### src/rtl/fetch_unit.sv
// Instruction fetch unit: PC sequencer feeding a 2-entry {pc, ins} queue toward the decoder.
// Optional FETCH_MISALIGN_TRAP_EN traps misaligned redirects into a sticky FAULT state.
module fetch_unit #(
  parameter logic [31:0] RESET_PC   = 32'h0,
  parameter int unsigned IMEM_BYTES = 80
) (
  input  logic        clk,
  input  logic        rst_n,
  output logic [31:0] imem_addr,
  input  logic [31:0] imem_ins,
  output logic        out_valid,
  input  logic        out_ready,
  output logic [31:0] out_ins,
  output logic [31:0] out_pc,
  input  logic        redirect_valid,
  input  logic [31:0] redirect_pc,
  output logic        halted,
  output logic        fault
);

  typedef enum logic [1:0] {RUN, HALT, FAULT} state_t;

  localparam logic [32:0] LIMIT = 33'(IMEM_BYTES);

  state_t      state;
  logic [31:0] pc;
  logic [31:0] q0_pc, q0_ins, q1_pc, q1_ins;
  logic [1:0]  count;

  logic [31:0] redir_tgt;
  logic        misalign;
  logic        redir;
  logic        pop;
  logic        pc_ok;
  logic        tgt_ok;
  logic        do_fetch;
  logic        to_halt;

`ifdef FETCH_MISALIGN_TRAP_EN
  assign redir_tgt = redirect_pc;
  assign misalign  = redirect_pc[1:0] != 2'b00;
`else
  assign redir_tgt = redirect_pc & ~32'h3;
  assign misalign  = 1'b0;
`endif

  assign imem_addr = pc;
  assign out_valid = count != 2'd0;
  assign out_pc    = q0_pc;
  assign out_ins   = q0_ins;

  // A word at address a is fetchable only if a+4 fits; 33-bit compare avoids wrap.
  assign pc_ok    = ({1'b0, pc} + 33'd4) <= LIMIT;
  assign tgt_ok   = ({1'b0, redir_tgt} + 33'd4) <= LIMIT;
  assign redir    = redirect_valid && (state != FAULT);
  assign pop      = out_valid && out_ready;
  assign do_fetch = (state == RUN) && pc_ok && ((count != 2'd2) || pop);
  assign to_halt  = (state == RUN) && !pc_ok;

  always_ff @(posedge clk or negedge rst_n) begin
    if (!rst_n) begin
      state  <= RUN;
      pc     <= RESET_PC;
      count  <= '0;
      q0_pc  <= '0;
      q0_ins <= '0;
      q1_pc  <= '0;
      q1_ins <= '0;
      halted <= 1'b0;
      fault  <= 1'b0;
    end else if (redir) begin
      // Redirect wins over both fetch and pop: queue flushed, nothing pushed.
      count <= '0;
      if (misalign) begin
        state  <= FAULT;
        fault  <= 1'b1;
        halted <= 1'b0;
      end else begin
        pc <= redir_tgt;
        if (tgt_ok) begin
          state  <= RUN;
          halted <= 1'b0;
        end else begin
          state  <= HALT;
          halted <= 1'b1;
        end
      end
    end else begin
      if (to_halt) begin
        state  <= HALT;
        halted <= 1'b1;
      end
      if (do_fetch) pc <= pc + 32'd4;
      case ({do_fetch, pop})
        2'b10: begin
          if (count == 2'd0) begin
            q0_pc  <= pc;
            q0_ins <= imem_ins;
          end else begin
            q1_pc  <= pc;
            q1_ins <= imem_ins;
          end
          count <= count + 2'd1;
        end
        2'b01: begin
          q0_pc  <= q1_pc;
          q0_ins <= q1_ins;
          count  <= count - 2'd1;
        end
        2'b11: begin
          // Occupancy unchanged: the incoming word lands behind whatever remains.
          if (count == 2'd1) begin
            q0_pc  <= pc;
            q0_ins <= imem_ins;
          end else begin
            q0_pc  <= q1_pc;
            q0_ins <= q1_ins;
            q1_pc  <= pc;
            q1_ins <= imem_ins;
          end
        end
        default: ;
      endcase
    end
  end

endmodule

### config.mk
export PLATFORM = sky130hd
export DESIGN_NAME = fetch_unit
export DESIGN_NICKNAME = d
export VERILOG_FILES = /design/src/rtl/fetch_unit.sv
export SDC_FILE = /design/constraint.sdc
export NUM_CORES = 1
export LEC_CHECK = 0
export ABC_AREA = 1
export ABC_CLOCK_PERIOD_IN_PS = 3100
export CAP_MARGIN = 20
export CORE_MARGIN = 2
export CORE_UTILIZATION = 50
export DETAILED_ROUTE_END_ITERATION = 7
export HOLD_SLACK_MARGIN = 0.05
export PLACE_DENSITY = 0.74
export SETUP_SLACK_MARGIN = 0.4
export SKIP_LAST_GASP = 1
export SYNTH_ARGS = -nofsm -noshare
export SYNTH_HDL_FRONTEND = slang
export SYNTH_SLANG_ARGS = --single-unit
### constraint.sdc
create_clock -name clk -period 3.1 [get_ports clk]
set_input_delay 0.62 -clock clk [delete_from_list [all_inputs] [get_ports clk]]
set_output_delay 0.62 -clock clk [all_outputs]
set_load 0.01 [all_outputs]
==> impl_results.md, run 1 <==
* Worst R2R Start: imem_addr[2]
* VDD IR max at 0.000485 V
* Post-Route WL at 35900 um
* DP Wirelength at 20800 um
* HP Class: primary input to async pin
* Flop pwr share at 34.8%
* Slew Limit Fails at 0
* CP Class: flip-flop to flip-flop
* Switching pwr at 2.96 mW
* Drt pass-1 iters at 6
* Number of global-route vias before repair at 10100
* Fin crit share at 92.5%
* Die width at 146 um
* RSZ-0062 raised after global routing: yes
* FILL cells at 1566
* Post-synthesis sequential area ratio at 39.5%
* Setup ws final at 232 ps
* Dpl cell area at 11900 sq um
* Mapped cell area at 10000 sq um
* Worst setup EP type: flip-flop
* DRC at 0
* Worst R2R Setup Slack at 230 ps
* First-pass GRT wire length at 52700 um
* GRT overflow at 0
* Most common cell after layout, fill and taps aside: nand2_1
* DR iter-0 viols at 1318
* Clock latency on the worst-skew pair at 440 ps
* Int Pwr at 4.97 mW
* Power per Cell Area at 568 nW/um^2
* Clk slew on worst S/H paths at 70 ps
* Final GP Congestion at 0.946
* Synth cell types at 31
* Crit path max fanout at 7
* Die H at 146 um
* PortBufs at 161
* Post-synthesis register bit count at 158
* Row count at 51
* Total Power at 7.92 mW
* Dpl ws at -28.7 ps
* Multi-input logic area at 5560 sq um
* Share of layout cells above drive strength 1 at 17.1%
* Worst Path Required at 3430 ps
* Status: complete, no violations
* Initial antenna violation count at 0
* Top routing layer in use: met4
* Max Cap Viol at 0
* Max frequency at 349 MHz
* Final Util at 71.5%
* Static leakage at 6.77 nW
* Final Hold Violating Endpoints at 0
* Most frequent cells in the layout: nand2_1 (568), nand3_1 (192), clkdlybuf4s50_1 (160)
* Worst clock skew at 12.6 ps
* CTS tree: done
* Post-Syn Area per Cell at 6.67 sq um
* Max_slew headroom at 44.3%
* Largest net degree at the start of global routing at 85
* Number of instances in the placed design at 1882
* Worst Max-Slew Pin Slew at 835 ps
* Met2 wire len at 16700 um
* Global-route usage over all layers at 30.5%
* Final nets at 1788
* Clock Power Share at 25.7%
* Syn. warnings at 0
* Via density at 5.71
* Cell count after synthesis at 1501
* # IOs at 167
* Min Tclk post-route at 2870 ps
* Antenna viol nets, final at 0
* Finished Layout Cells at 1993
* Drt wl/cell at 18.0 um
* CTS sink cnt at 158
* Die area at 21200 sq um
* Setup TNS at 0 ps
* Clock Path Buffers at 2
* Setup-failing EPs final at 0
* Routed met3 length at 3500 um
* Antenna Cells at 0
* FF-to-FF End: q1_ins[19]
* Comb pwr share at 39.5%
* Area Overhead vs Synth at 39.4%
* Switch share at 37.3%
* Worst Setup Start Kind: flip-flop
* Design Area, Final at 14000 sq um
* H-tree levels at 4
* M1 WL at 14800 um
* Hold slack final at 175 ps
* Via count at 11400
* TritonCTS buffer count at 17
* Seq. cell area at 3980 sq um
* Total core area at 19500 sq um
* Post-CTS Hold Buffers at 0
* Critical path arrival at 3200 ps
* Worst R2R Path Depth at 20
* Clock root buffer: clkbuf_16
* Initial Util at 51.3%
what timing repair did:
| action | in CTS | in global routing |
|---|---|---|
| endpoints found under the setup margin | 157 | 158 |
| setup buffers | 35 | 26 |
| pin swaps | 15 | 37 |
| gates resized for setup | 60 | 117 |
| cloned | 6 | 12 |
worst max path at each step:
| stage | start | end | slack [ps] |
|---|---|---|---|
| floorplan | imem_addr[2] | q1_pc[2] | 520 |
| global placement | redirect_pc[2] | state[0] | 30 |
| detailed placement | imem_addr[4] | q1_pc[18] | -30 |
| CTS | imem_addr[3] | out_ins[1] | 390 |
| global route | imem_addr[2] | q1_ins[19] | 160 |
| finish | imem_addr[2] | q1_ins[19] | 230 |
sequential cells by signal, indices dropped and copies added (netlist names):
name	flops
state	1
out_pc	31
count	2
q1_pc	30
q1_ins	32
out_ins	32
imem_addr	30
critical path, stage by stage (launching register included):
cell and delay [ps]:
dfrtp_2 470, ha_4 200, nand2_4 70, nor2_4 40, buf_6 140, buf_6 110
nand3b_1 70, nand2_1 60, nor2_1 100, nand3_1 70, nor2_1 100, nand2_1 120
nor2_4 180, buf_6 130, buf_6 80, nand4_1 150, nand2_4 180, nand2_8 130
clkbuf_16 210, nand2_2 70, nand2_1 60
layout make-up:
cell class	instances	share of cell area, %
inverter	107	2.94
clock inverter	14	0.923
sequential	158	28.5
timing repair buffer	290	22.3
clock buffer	18	3.08
tap	265	2.38
multi-input combinational	1141	39.8
cell usage after synthesis:
| master | count | area, sq um |
|---|---|---|
| o211ai_2 | 1 | 12.5 |
| buf_4 | 12 | 90.1 |
| nor4_1 | 3 | 18.8 |
| or2_2 | 1 | 6.26 |
| nor2_2 | 3 | 18.8 |
| inv_1 | 102 | 383 |
| o22ai_1 | 15 | 93.8 |
| xor2_1 | 7 | 61.3 |
| nand4_4 | 1 | 21.3 |
| a31o_2 | 1 | 8.76 |
| nand2_1 | 620 | 2330 |
| nand3_1 | 205 | 1030 |
| clkinv_1 | 2 | 7.51 |
| o21ai_0 | 56 | 280 |
| buf_6 | 11 | 124 |
| clkbuf_1 | 37 | 139 |
| nand3b_1 | 8 | 60.1 |
| nand2_2 | 7 | 43.8 |
| buf_2 | 27 | 135 |
| nor3_1 | 12 | 60.1 |
| nand4_1 | 83 | 519 |
| conb_1 | 1 | 3.75 |
| nor2_1 | 91 | 342 |
| dfrtp_1 | 158 | 3950 |
| nand4_2 | 1 | 12.5 |
| ha_1 | 5 | 62.6 |
| inv_2 | 3 | 11.3 |
| nor2_4 | 8 | 90.1 |
| a21oi_4 | 1 | 16.3 |
| buf_1 | 10 | 37.5 |
| a21oi_1 | 9 | 45.0 |
metal layers:
| metal | vias up | GRT usage, % |
|---|---|---|
| met5 | - | 0 |
| met4 | 0 | 8.97 |
| met3 | 90 | 6.11 |
| met2 | 666 | 48.3 |
| met1 | 5321 | 42.7 |
| li1 | 5307 | - |
power groups by stage:
stage	Clock [mW]	Sequential, mW	Combinational [mW]
floorplan	0	2.92	1.31
global placement	0	2.78	2.80
detailed placement	0	2.79	2.84
CTS	2.04	2.75	2.93
global route	2.14	2.81	3.37
finish	2.04	2.76	3.13
cells by family (layout without fill, tap and decap cells):
kind of cell	after synthesis	in the layout	synth area share, %
AO/OA/AOI/OAI	83	83	4.56
XOR/XNOR	7	7	0.612
adder cells (fa/ha/maj)	5	5	0.625
buffers and inverters	204	429	9.26
flip-flops	158	158	39.5
other	1	3	0.0375
AND/OR/NAND/NOR	1043	1043	45.4
Note: power is estimated with default switching activity, not from simulation.
==> inputs of run 2 (changes only) <==
Settings changed: CTS_CLUSTER_DIAMETER set to 100.
==> results of run 2 <==
No change in the layout: final DEF, timing and power equal those of run 1.
==> edit 1 (flow settings as in run 2) <==
Add a define of `FETCH_MISALIGN_TRAP_EN`.
--- a/src/rtl/fetch_unit.sv
+++ b/src/rtl/fetch_unit.sv
@@ -1,4 +1,6 @@
 // Instruction fetch unit: PC sequencer feeding a 2-entry {pc, ins} queue toward the decoder.
 // Optional FETCH_MISALIGN_TRAP_EN traps misaligned redirects into a sticky FAULT state.
+`define FETCH_MISALIGN_TRAP_EN
+
 module fetch_unit #(
   parameter logic [31:0] RESET_PC   = 32'h0,
Behaviour: not the same (Yosys sat finds a counterexample within 4 cycles, from zero or initial values and one cycle with rst_n low).
==> edit 1 against run 2 <==
Cell area rose by 12%; fmax is 5.4% lower; worst setup slack got worse by 160 ps; utilization down 1.8 points; synthesized cell count is 18% higher; area after synthesis rose by 13%; wire length increased by 27%; sequential cell count increased by 7; worst hold slack worse by 22 ps; the flow now finishes with violations (design-rule violations); via count up 20%; highest routed layer unchanged; critical endpoint is now out_ins[12]$_DFFE_PN0P_; non-clock buffer count increased by 2.
Power is not compared: it rests on default switching activity, and its combinational part moved more than twofold at a synthesized area within 25%.
==> edit 1: results <==
{
  "fin_nets": 2053,
  "grtUsageMet2": 0.590,
  "crit_start": "imem_addr[3]$_DFFE_PN0P_",
  "drive_gt1_frac": 0.167,
  "wl_um": 45500,
  "viasPerCell": 5.98,
  "track_usage": 0.359,
  "netlist_instances": 1777,
  "grt_use_met1": 0.458,
  "drc": 2,
  "ys_seq_elements": 165,
  "gp_congestion": 0.979,
  "cts.repair.resized": 120,
  "grt_pass1_vias": 12479,
  "fill_cells": 1828,
  "grt_max_degree": 87,
  "place_ws_ps": -240,
  "avgSynthCellArea_um2": 6.36,
  "gr-usage-met3": 0.0653,
  "nonClkBufAreaFrac": 0.206,
  "outcome": "finished with violations",
  "synthTopCellsByArea": "dfrtp_1 (37%), nand2_1 (23%), nand3_1 (13%)",
  "drtIter0Drc": 1653,
  "yosys.area_share.adder": 0.00554,
  "violations": "design-rule violations",
  "finalPower_mw": 12.7
}
## edit 1: changes by cell type in the layout (fill, tap and decap cells not counted), sizes merged, moves of 11 or more
cell / change
nand3: +78
o21ai: +37
o22ai: -15
a21oi: +18
inv: +23
nor2: +29
nand2: +68
xor2: +11
## edit 1: worst min path at each step
| stage | startpoint | endpoint | slack (ps) | depth (start not counted) |
|---|---|---|---|---|
| 2_1_floorplan | rst_n | count[0]$_DFFE_PN0P_ | 320 | 0 |
| 3_3_place_gp | fault$_DFFE_PN0P_ | fault$_DFFE_PN0P_ | 450 | 2 |
| 3_5_place_dp | fault$_DFFE_PN0P_ | fault$_DFFE_PN0P_ | 460 | 2 |
| 4_1_cts | rst_n | out_pc[30]$_DFFE_PN0P_ | 190 | 1 |
| 5_1_grt | rst_n | out_pc[30]$_DFFE_PN0P_ | 200 | 1 |
| 6_report | rst_n | out_pc[30]$_DFFE_PN0P_ | 150 | 1 |
==> edit 2 (config.mk and constraints of run 2) <==
Made on the original files. Register the output `fault` once more, with the module's reset; this adds one clock of latency there. The other outputs are not delayed to match.
--- a/src/rtl/fetch_unit.sv
+++ b/src/rtl/fetch_unit.sv
@@ -22,4 +22,6 @@
 
   localparam logic [32:0] LIMIT = 33'(IMEM_BYTES);
+
+  logic fault_s0;
 
   state_t      state;
@@ -68,5 +70,5 @@
       q1_ins <= '0;
       halted <= 1'b0;
-      fault  <= 1'b0;
+      fault_s0 <= 1'b0;
     end else if (redir) begin
       // Redirect wins over both fetch and pop: queue flushed, nothing pushed.
@@ -74,5 +76,5 @@
       if (misalign) begin
         state  <= FAULT;
-        fault  <= 1'b1;
+        fault_s0 <= 1'b1;
         halted <= 1'b0;
       end else begin
@@ -125,4 +127,12 @@
   end
 
+  always_ff @(posedge clk or negedge rst_n) begin
+    if (!rst_n) begin
+      fault <= '0;
+    end else begin
+      fault <= fault_s0;
+    end
+  end
+
 endmodule
 
Check against the original RTL: equivalent (Yosys induction, for registers that start in step).
==> edit 2 against run 2 <==
Sequential share of layout area grew 0.24 points; wire length increased by 5.0%; total power increased by 2.0%; area after synthesis down 1.9%; via count about the same; sequential cell count did not move; worst setup slack got worse by 79 ps; cell area decreased by 1.1%; synthesized cell count rose by 0.80%; highest routed layer unchanged.
==> edit 2: results <==
{
  "r2r_cells": 18,
  "clk_pin_slew_ps": 70,
  "synthFlopType": "dfrtp_1",
  "grt_pass1_wl_um": 50000,
  "grt_antenna_before_repair": 0,
  "intPower_mw": 5.10,
  "rr_startpoint": "imem_addr[3]$_DFFE_PN0P_",
  "gp_congestion": 0.969,
  "worstPathArrival_ps": 3310,
  "drtIter0Drc": 1381,
  "fill_cells": 1537,
  "place_ws_ps": 108,
  "async_flop_share": 1.00,
  "antenna_cells": 0,
  "root_buffer": "clkbuf_16",
  "first_pass_iters": 6,
  "crit_slowest_cell": "dfrtp_1",
  "synthTopCellsByArea": "dfrtp_1 (40%), nand2_1 (27%), nand3_1 (11%)",
  "synth.distinct_cells": 33,
  "cp_slowest_stage_delay_ps": 410,
  "yosys_warnings": 0,
  "grt_pass1_vias": 10016,
  "wire_per_inst_um": 18.8,
  "fin_nets": 1803,
  "final.setup_skew_ps": 10.2,
  "hold_class": "primary input to async pin",
  "viasPerCell": 5.67,
  "clk_latency_ps": 430,
  "cts_buffers": 17,
  "synth-edff-count": 0,
  "crit_fanout": 31,
  "p_leak_nw": 6.81,
  "clk_path_buf_depth": 2,
  "ir_worst_vdd_v": 0.000436,
  "drive_gt1_frac": 0.136,
  "reg2reg_to": "q1_pc[4]$_DFFE_PN0P_",
  "ys_seq_area_frac": 0.403,
  "slew-limit-headroom": 0.494,
  "outcome": "complete, no violations",
  "place_hpwl_um": 21100,
  "fin_tns_setup_ps": 0,
  "synthTopCellsByCount": "nand2_1 (702), nand3_1 (208), dfrtp_1 (158), inv_1 (101), nor2_1 (75)",
  "grt_max_degree": 78,
  "reg2reg_slack_ps": 150,
  "track_usage": 0.305
}
edit 2: changes by cell type in the layout (fill, tap and decap cells not counted), moves of 8 or more:
| cell | delta |
|---|---|
| nand2_1 | +120 |
| nand4_1 | -67 |
| nand2_2 | -26 |
| a21oi_1 | +23 |
| nor2_1 | -23 |
| buf_4 | -18 |
| nand2_4 | -13 |
| clkbuf_16 | +10 |
| nor2_2 | +9 |
| xor2_1 | +9 |
| dfrtp_1 | +8 |
| dfrtp_2 | -8 |
| nand3_1 | +8 |
| nand3b_1 | -8 |
edit 2: how the worst max path moves through the flow:
stage	end	slack [ps]
final	q1_pc[4]$_DFFE_PN0P_	150
after global routing	q1_pc[4]$_DFFE_PN0P_	40
after CTS	q1_ins[3]$_DFFE_PN0P_	360
after detailed placement	state[0]$_DFFE_PN0P_	110
after global placement	state[0]$_DFFE_PN0P_	130
after floorplan	q1_pc[2]$_DFFE_PN0P_	480
edit 2: critical path: cells and delay by family (launching register included):
family	cells	cell delay (ps)
buffers and inverters	5	890
DFF	1	410
xor gates and xnor gates	1	210
and+or+nand+nor	12	1350
edit 2: logic make-up (layout without fill, tap and decap cells):
| group | after synthesis | after routing | share of synthesized area |
|---|---|---|---|
| compound gates | 105 | 105 | 0.0566 |
| xor+xnor | 20 | 20 | 0.0178 |
| fa+ha+maj | 5 | 5 | 0.00637 |
| buf+inv | 184 | 412 | 0.0764 |
| flops | 158 | 158 | 0.403 |
| other cells | 1 | 3 | 0.000382 |
| simple gates | 1040 | 1040 | 0.440 |
edit 2: final cells by class:
class                   count  share of cell area
clock inverters            15              0.0113
multi-input cells        1173               0.392
inverters                 104              0.0283
flip-flops and latches    158               0.288
clock buffers              17              0.0308
repair buffers            276               0.226
well taps                 265              0.0240
edit 2: repair_timing:
| action | in CTS | in global routing |
|---|---|---|
| setup endpoints to repair | 140 | 157 |
| setup buffers | 15 | 25 |
| gates resized for setup | 28 | 84 |
| pin swaps | 9 | 26 |
| gates cloned | 2 | 28 |
edit 2: metal layers:
layer	vias up	GRT usage	share of wire
met3	137	0.0434	0.11
met5	-	0	0
met2	743	0.511	0.47
met1	5286	0.398	0.37
li1	5229	-	-
met4	0	0.126	0.046
edit 2: power groups by stage:
stage	combinational, mW	clock [mW]	sequential, mW
floorplan	1.24	0	2.93
global placement	2.77	0	2.77
detailed placement	2.81	0	2.79
CTS	2.91	2.11	2.75
global route	3.51	2.20	2.80
finish	3.22	2.10	2.76
edit 2: per-stage QoR:
step	power (mW)	area [um^2]	hold slack (ps)	std cells
floorplan	4.17	9820	324	1515
global placement	5.55	11900	460	1906
detailed placement	5.60	11900	464	1906
CTS	7.77	12700	245	1955
global route	8.50	13800	268	2008
finish	8.08	13800	210	2008
